[config.mk]
export PLATFORM = sky130hd
export DESIGN_NAME = ysyx_25040109_lsu
export DESIGN_NICKNAME = d
export VERILOG_FILES = /design/src/rtl/ysyx_25040109_lsu.sv
export SDC_FILE = /design/constraint.sdc
export NUM_CORES = 1
export LEC_CHECK = 0
export ABC_AREA = 1
export CAP_MARGIN = 0
export CORE_AREA = 2 2 113 115
export CTS_CLUSTER_SIZE = 10
export DETAILED_ROUTE_END_ITERATION = 8
export DIE_AREA = 0 0 115 117
export GPL_ROUTABILITY_DRIVEN = 0
export PLACE_DENSITY_LB_ADDON = 0.25
export SLEW_MARGIN = 0
export SYNTH_ARGS = -nofsm -noshare
export SYNTH_HDL_FRONTEND = slang
export SYNTH_SLANG_ARGS = --single-unit
[constraint.sdc]
create_clock -name clk -period 3.4 [get_ports clk]
set_input_delay 0.51 -clock clk [delete_from_list [all_inputs] [get_ports clk]]
set_output_delay 0.51 -clock clk [all_outputs]
set_load 0.01 [all_outputs]
[src/rtl/ysyx_25040109_lsu.sv]
// Load/store unit: one outstanding request, bridged onto AXI-lite style AR/R/AW/W/B channels.
// Optional alignment check enabled by defining YSYX_25040109_LSU_ALIGN_CHK_EN.
module ysyx_25040109_lsu (
  input  logic        clk,
  input  logic        rst,
  input  logic        req_valid,
  output logic        req_ready,
  input  logic        req_wen,
  input  logic [1:0]  req_size,
  input  logic        req_unsigned,
  input  logic [31:0] req_addr,
  input  logic [31:0] req_wdata,
  output logic        rsp_valid,
  input  logic        rsp_ready,
  output logic [31:0] rsp_rdata,
  output logic        rsp_err,
  output logic [31:0] dmem_araddr,
  output logic        dmem_arvalid,
  input  logic        dmem_arready,
  input  logic [31:0] dmem_rdata,
  input  logic        dmem_rvalid,
  output logic        dmem_rready,
  input  logic [1:0]  dmem_rresp,
  output logic [31:0] dmem_awaddr,
  output logic        dmem_awvalid,
  input  logic        dmem_awready,
  output logic [31:0] dmem_wdata,
  output logic [3:0]  dmem_wstrb,
  output logic        dmem_wvalid,
  input  logic        dmem_wready,
  input  logic [1:0]  dmem_bresp,
  input  logic        dmem_bvalid,
  output logic        dmem_bready
);

  typedef enum logic [2:0] {
    S_IDLE, S_RD_AR, S_RD_R, S_WR_AW_W, S_WR_B, S_RSP
  } state_t;

  state_t      state_q, state_d;
  logic [31:0] addr_q, addr_d;
  logic [31:0] wdata_q, wdata_d;
  logic [1:0]  size_q, size_d;
  logic        uns_q, uns_d;
  logic        aw_done_q, aw_done_d;
  logic        w_done_q, w_done_d;
  logic [31:0] rdata_q, rdata_d;
  logic        err_q, err_d;

  logic        misalign;
  logic        bad_req;
  logic [31:0] load_ext;
  logic [3:0]  size_mask;

  always_comb begin
`ifdef YSYX_25040109_LSU_ALIGN_CHK_EN
    misalign = ((req_size == 2'd1) && req_addr[0]) ||
               ((req_size == 2'd2) && (req_addr[1:0] != 2'b00));
`else
    misalign = 1'b0;
`endif
    bad_req = (req_size == 2'd3) || misalign;
  end

  always_comb begin
    case (size_q)
      2'd0:    load_ext = {{24{~uns_q & dmem_rdata[7]}},  dmem_rdata[7:0]};
      2'd1:    load_ext = {{16{~uns_q & dmem_rdata[15]}}, dmem_rdata[15:0]};
      default: load_ext = dmem_rdata;
    endcase
    case (size_q)
      2'd0:    size_mask = 4'b0001;
      2'd1:    size_mask = 4'b0011;
      default: size_mask = 4'b1111;
    endcase
  end

  always_comb begin
    state_d      = state_q;
    addr_d       = addr_q;
    wdata_d      = wdata_q;
    size_d       = size_q;
    uns_d        = uns_q;
    aw_done_d    = aw_done_q;
    w_done_d     = w_done_q;
    rdata_d      = rdata_q;
    err_d        = err_q;
    req_ready    = 1'b0;
    rsp_valid    = 1'b0;
    dmem_arvalid = 1'b0;
    dmem_rready  = 1'b0;
    dmem_awvalid = 1'b0;
    dmem_wvalid  = 1'b0;
    dmem_bready  = 1'b0;
    case (state_q)
      S_IDLE: begin
        req_ready = 1'b1;
        if (req_valid) begin
          addr_d    = req_addr;
          wdata_d   = req_wdata;
          size_d    = req_size;
          uns_d     = req_unsigned;
          aw_done_d = 1'b0;
          w_done_d  = 1'b0;
          rdata_d   = '0;
          err_d     = bad_req;
          if (bad_req)      state_d = S_RSP;
          else if (req_wen) state_d = S_WR_AW_W;
          else              state_d = S_RD_AR;
        end
      end
      S_RD_AR: begin
        dmem_arvalid = 1'b1;
        if (dmem_arready) state_d = S_RD_R;
      end
      S_RD_R: begin
        dmem_rready = 1'b1;
        if (dmem_rvalid) begin
          err_d   = (dmem_rresp != 2'b00);
          rdata_d = (dmem_rresp != 2'b00) ? '0 : load_ext;
          state_d = S_RSP;
        end
      end
      S_WR_AW_W: begin
        // AW and W retire independently; leave once both have handshaken.
        dmem_awvalid = ~aw_done_q;
        dmem_wvalid  = ~w_done_q;
        aw_done_d    = aw_done_q | dmem_awready;
        w_done_d     = w_done_q | dmem_wready;
        if (aw_done_d && w_done_d) state_d = S_WR_B;
      end
      S_WR_B: begin
        dmem_bready = 1'b1;
        if (dmem_bvalid) begin
          err_d   = (dmem_bresp != 2'b00);
          state_d = S_RSP;
        end
      end
      S_RSP: begin
        rsp_valid = 1'b1;
        if (rsp_ready) state_d = S_IDLE;
      end
      default: state_d = S_IDLE;
    endcase
  end

  always_ff @(posedge clk) begin
    if (rst) begin
      state_q   <= S_IDLE;
      addr_q    <= '0;
      wdata_q   <= '0;
      size_q    <= '0;
      uns_q     <= 1'b0;
      aw_done_q <= 1'b0;
      w_done_q  <= 1'b0;
      rdata_q   <= '0;
      err_q     <= 1'b0;
    end else begin
      state_q   <= state_d;
      addr_q    <= addr_d;
      wdata_q   <= wdata_d;
      size_q    <= size_d;
      uns_q     <= uns_d;
      aw_done_q <= aw_done_d;
      w_done_q  <= w_done_d;
      rdata_q   <= rdata_d;
      err_q     <= err_d;
    end
  end

  assign rsp_rdata   = (state_q == S_RSP) ? rdata_q : '0;
  assign rsp_err     = (state_q == S_RSP) ? err_q : 1'b0;
  assign dmem_araddr = addr_q;
  assign dmem_awaddr = addr_q;
  assign dmem_wdata  = wdata_q;
  assign dmem_wstrb  = size_mask << addr_q[1:0];

endmodule

==> flow_summary.ini <==
[status]
outcome = complete, no violations

[finish]
final_nets = 951
antenna_cells = 0
drive_above_1_share_pct = 4.28
nFillCells = 1117
stdcell_count = 991
final_util_pct = 59.2
area_delta_synth_final_pct = 52.2

[timing]
fmax_mhz = 360
rsz0062_at_grt = no
drv_slew = 0
maxSlewHeadroom_pct = 29.3
setup-violations-final = 0
fin_crit_ns = 2.78
period_share_pct = 81.7
hold_violations = 0
skew_ns = 0.00755
setup_tns_ns = 0
tightest_slew_ns = 1.06

[placement]
placedCellCount = 977
dp.final_hpwl_um = 10200
port_buffers = 252

[synth]
ys_seq_area_share_pct = 43.9
synth_seq_cells = 105
syn_area_per_cell_sq_um = 7.33
synth_warnings = 0
synth_cell_type_count = 26
syn_area_sq_um = 4790
synth_fp_nets = 766
synthCells = 653

[grt]
grt_overflow = 0
antenna_found_initial = 0
grt_usage_pct = 20.9
grt_max_degree = 75
grt_first_pass_wirelength_um = 22700
grt_pass1_vias = 4694

[route]
vias = 4959
wire_per_inst_um = 14.7
drt-initial-drc-count = 316
ant_nets = 0
drc = 0
routed_wl_um = 14600
dr.pass1.iters = 5
vias_per_cell = 5.00

[worst_hold_path]
hold_path_end = dmem_wdata[6]$_SDFFE_PP0P_
whs_path_depth = 2
hp-start = dmem_wdata[6]$_SDFFE_PP0P_
hold_path_class = reg2reg

[power_and_ir_drop]
p_int_mw = 3.00
ir_drop_uv = 340
combPwrFrac_pct = 41.6
pwr-share-seq_pct = 37.0
p_sw_share_pct = 37.0
p_switching_mw = 1.76
clkPwrFrac_pct = 21.5
p_leak_nw = 2.61
p_per_area_nw_per_um2 = 653

[clocking]
clockBufferDepth = 2
ctsHoldBuffers = 0
cts_resized = 0
cts_tree = yes
htreeDepth = 3
clk_latency_ns = 0.34
postCtsSetupBuffers = 0
cts_buffers = 9
clkTransAtPathRegs_ns = 0.07
cts_root_buf = clkbuf_16
cts.sinks = 105

[worst_setup_path]
cp-end-kind = output port
slowest_delay_ns = 0.59
worstSetupPathType = reg2out
r2r_cells = 7
r2r-start = state_q[1]$_SDFFE_PP0P_
path_max_fanout = 33
crit_chain = inv_2 > nor3_2 > inv_2 > nor2_1 > clkdlybuf4s50_1
crit_path_start = state_q[2]$_SDFFE_PP0P_
crit_top_cell = inv_2
start_kind = flop
r2r_slack_ns = 1.31
cp_data_required_time_ns = 2.89
cp_slowest_cell = dfxtp_1
rr_endpoint = rdata_q[31]$_SDFFE_PP0P_
arrival_ns = 2.27

[floorplan]
core_area_sq_um = 12300
die_y_um = 117
rows = 41
start_util_pct = 38.9
die-area_sq_um = 13500
die_x_um = 115
io_pins = 253

[job]
maxCapViolations = 0
state kept, by name, indices dropped and copies added (netlist names), 2 cells and up:
register,count
dmem_araddr,32
size_q,2
dmem_wdata,32
rdata_q,32
state_q,3
power by group through the flow:
stage               Combinational [mW]  Sequential (mW)  Clock (mW)
detailed placement                1.98             1.78           0
global route                      2.19             1.80        1.11
finish                            1.98             1.76        1.02
CTS                               2.00             1.76        1.05
floorplan                         1.30             1.77           0
global placement                  1.96             1.76           0
worst max-delay path by stage:
| stage | endpoint | slack [ns] | cells past startpoint |
|---|---|---|---|
| 2_1_floorplan | rsp_rdata[10] | 1.61 | 6 |
| 3_5_place_dp | rsp_rdata[7] | 1.03 | 5 |
| 3_3_place_gp | rsp_rdata[5] | 1.14 | 5 |
| 5_1_grt | rsp_rdata[14] | 0.51 | 5 |
| 4_1_cts | rsp_rdata[7] | 0.65 | 5 |
| 6_report | rsp_rdata[7] | 0.62 | 5 |
metal layers:
metal	global-route usage [%]	wire length (um)	part of all wire, %
met2	35.7	7190	49
met1	25.5	6110	42
met3	6.08	1090	7.5
met4	6.91	174	1.2
met5	0	0	0
cell families after synthesis:
group                  count (synthesis)  synth area share (%)
and+or+nand+nor                      248                  22.8
AOI/OAI and AO/OA                    165                  18.2
buffers and inverters                135                  15.0
DFF                                  105                  43.9
cell type report:
class                           count  area [sq um]  area share [%]
Timing Repair Buffer              257          2550            35.0
Sequential cell                   105          2100            28.9
Multi-Input combinational cell    413          1970            27.0
Clock buffer                       11           243            3.33
Inverter                           52           195            2.68
Tap cell                          150           188            2.58
Clock inverter                      3          42.5           0.584
layout by cell type (no fill, tap or decap), drive strengths merged:
master	instances
clkbuf	11
nand3b	2
clkdlybuf4s50	250
nand4	3
nor3	2
inv	52
clkinvlp	1
nand3	76
a31oi	1
nor2	53
bufinv	1
dfxtp	105
o211ai	16
a22oi	2
buf	7
clkinv	1
o21ai	42
a21oi	104
or2	1
nand2	111
worst max-delay path, delay by kind of cell, from the launching register on:
kind	cells	cell delay, ns
buf+inv	3	0.91
flops	1	0.59
simple gates	2	0.41
synth_stat cells:
cell type | instances | share of area [%]
nor2_1 | 51 | 4.0
a31oi_1 | 1 | 0.13
buf_4 | 45 | 7.1
o21ai_0 | 14 | 1.5
nor3_1 | 1 | 0.10
o21ai_1 | 28 | 2.9
a21oi_1 | 104 | 11
nor2_2 | 1 | 0.13
inv_2 | 5 | 0.39
a22oi_1 | 2 | 0.31
nand3_1 | 74 | 7.7
nor3_2 | 1 | 0.21
o211ai_1 | 16 | 2.5
nor2_4 | 1 | 0.24
nand2_2 | 3 | 0.39
buf_6 | 3 | 0.71
nand2_1 | 106 | 8.3
inv_1 | 47 | 3.7
nand3b_1 | 2 | 0.31
nand3_2 | 2 | 0.42
nand2_4 | 2 | 0.47
or2_2 | 1 | 0.13
dfxtp_1 | 105 | 44
nand4_1 | 3 | 0.39
clkbuf_1 | 18 | 1.4
buf_2 | 17 | 1.8
stage by stage:
step | total power [mW] | worst slack (ns) | instance area (sq um) | hold slack (ns)
floorplan | 3.06 | 1.61 | 4790 | 0.453
global placement | 3.72 | 1.14 | 7000 | 0.447
detailed placement | 3.76 | 1.03 | 7000 | 0.453
CTS | 4.80 | 0.648 | 7290 | 0.463
global route | 5.09 | 0.511 | 7290 | 0.482
finish | 4.76 | 0.623 | 7290 | 0.459
Power figures use the tool's default switching activity.
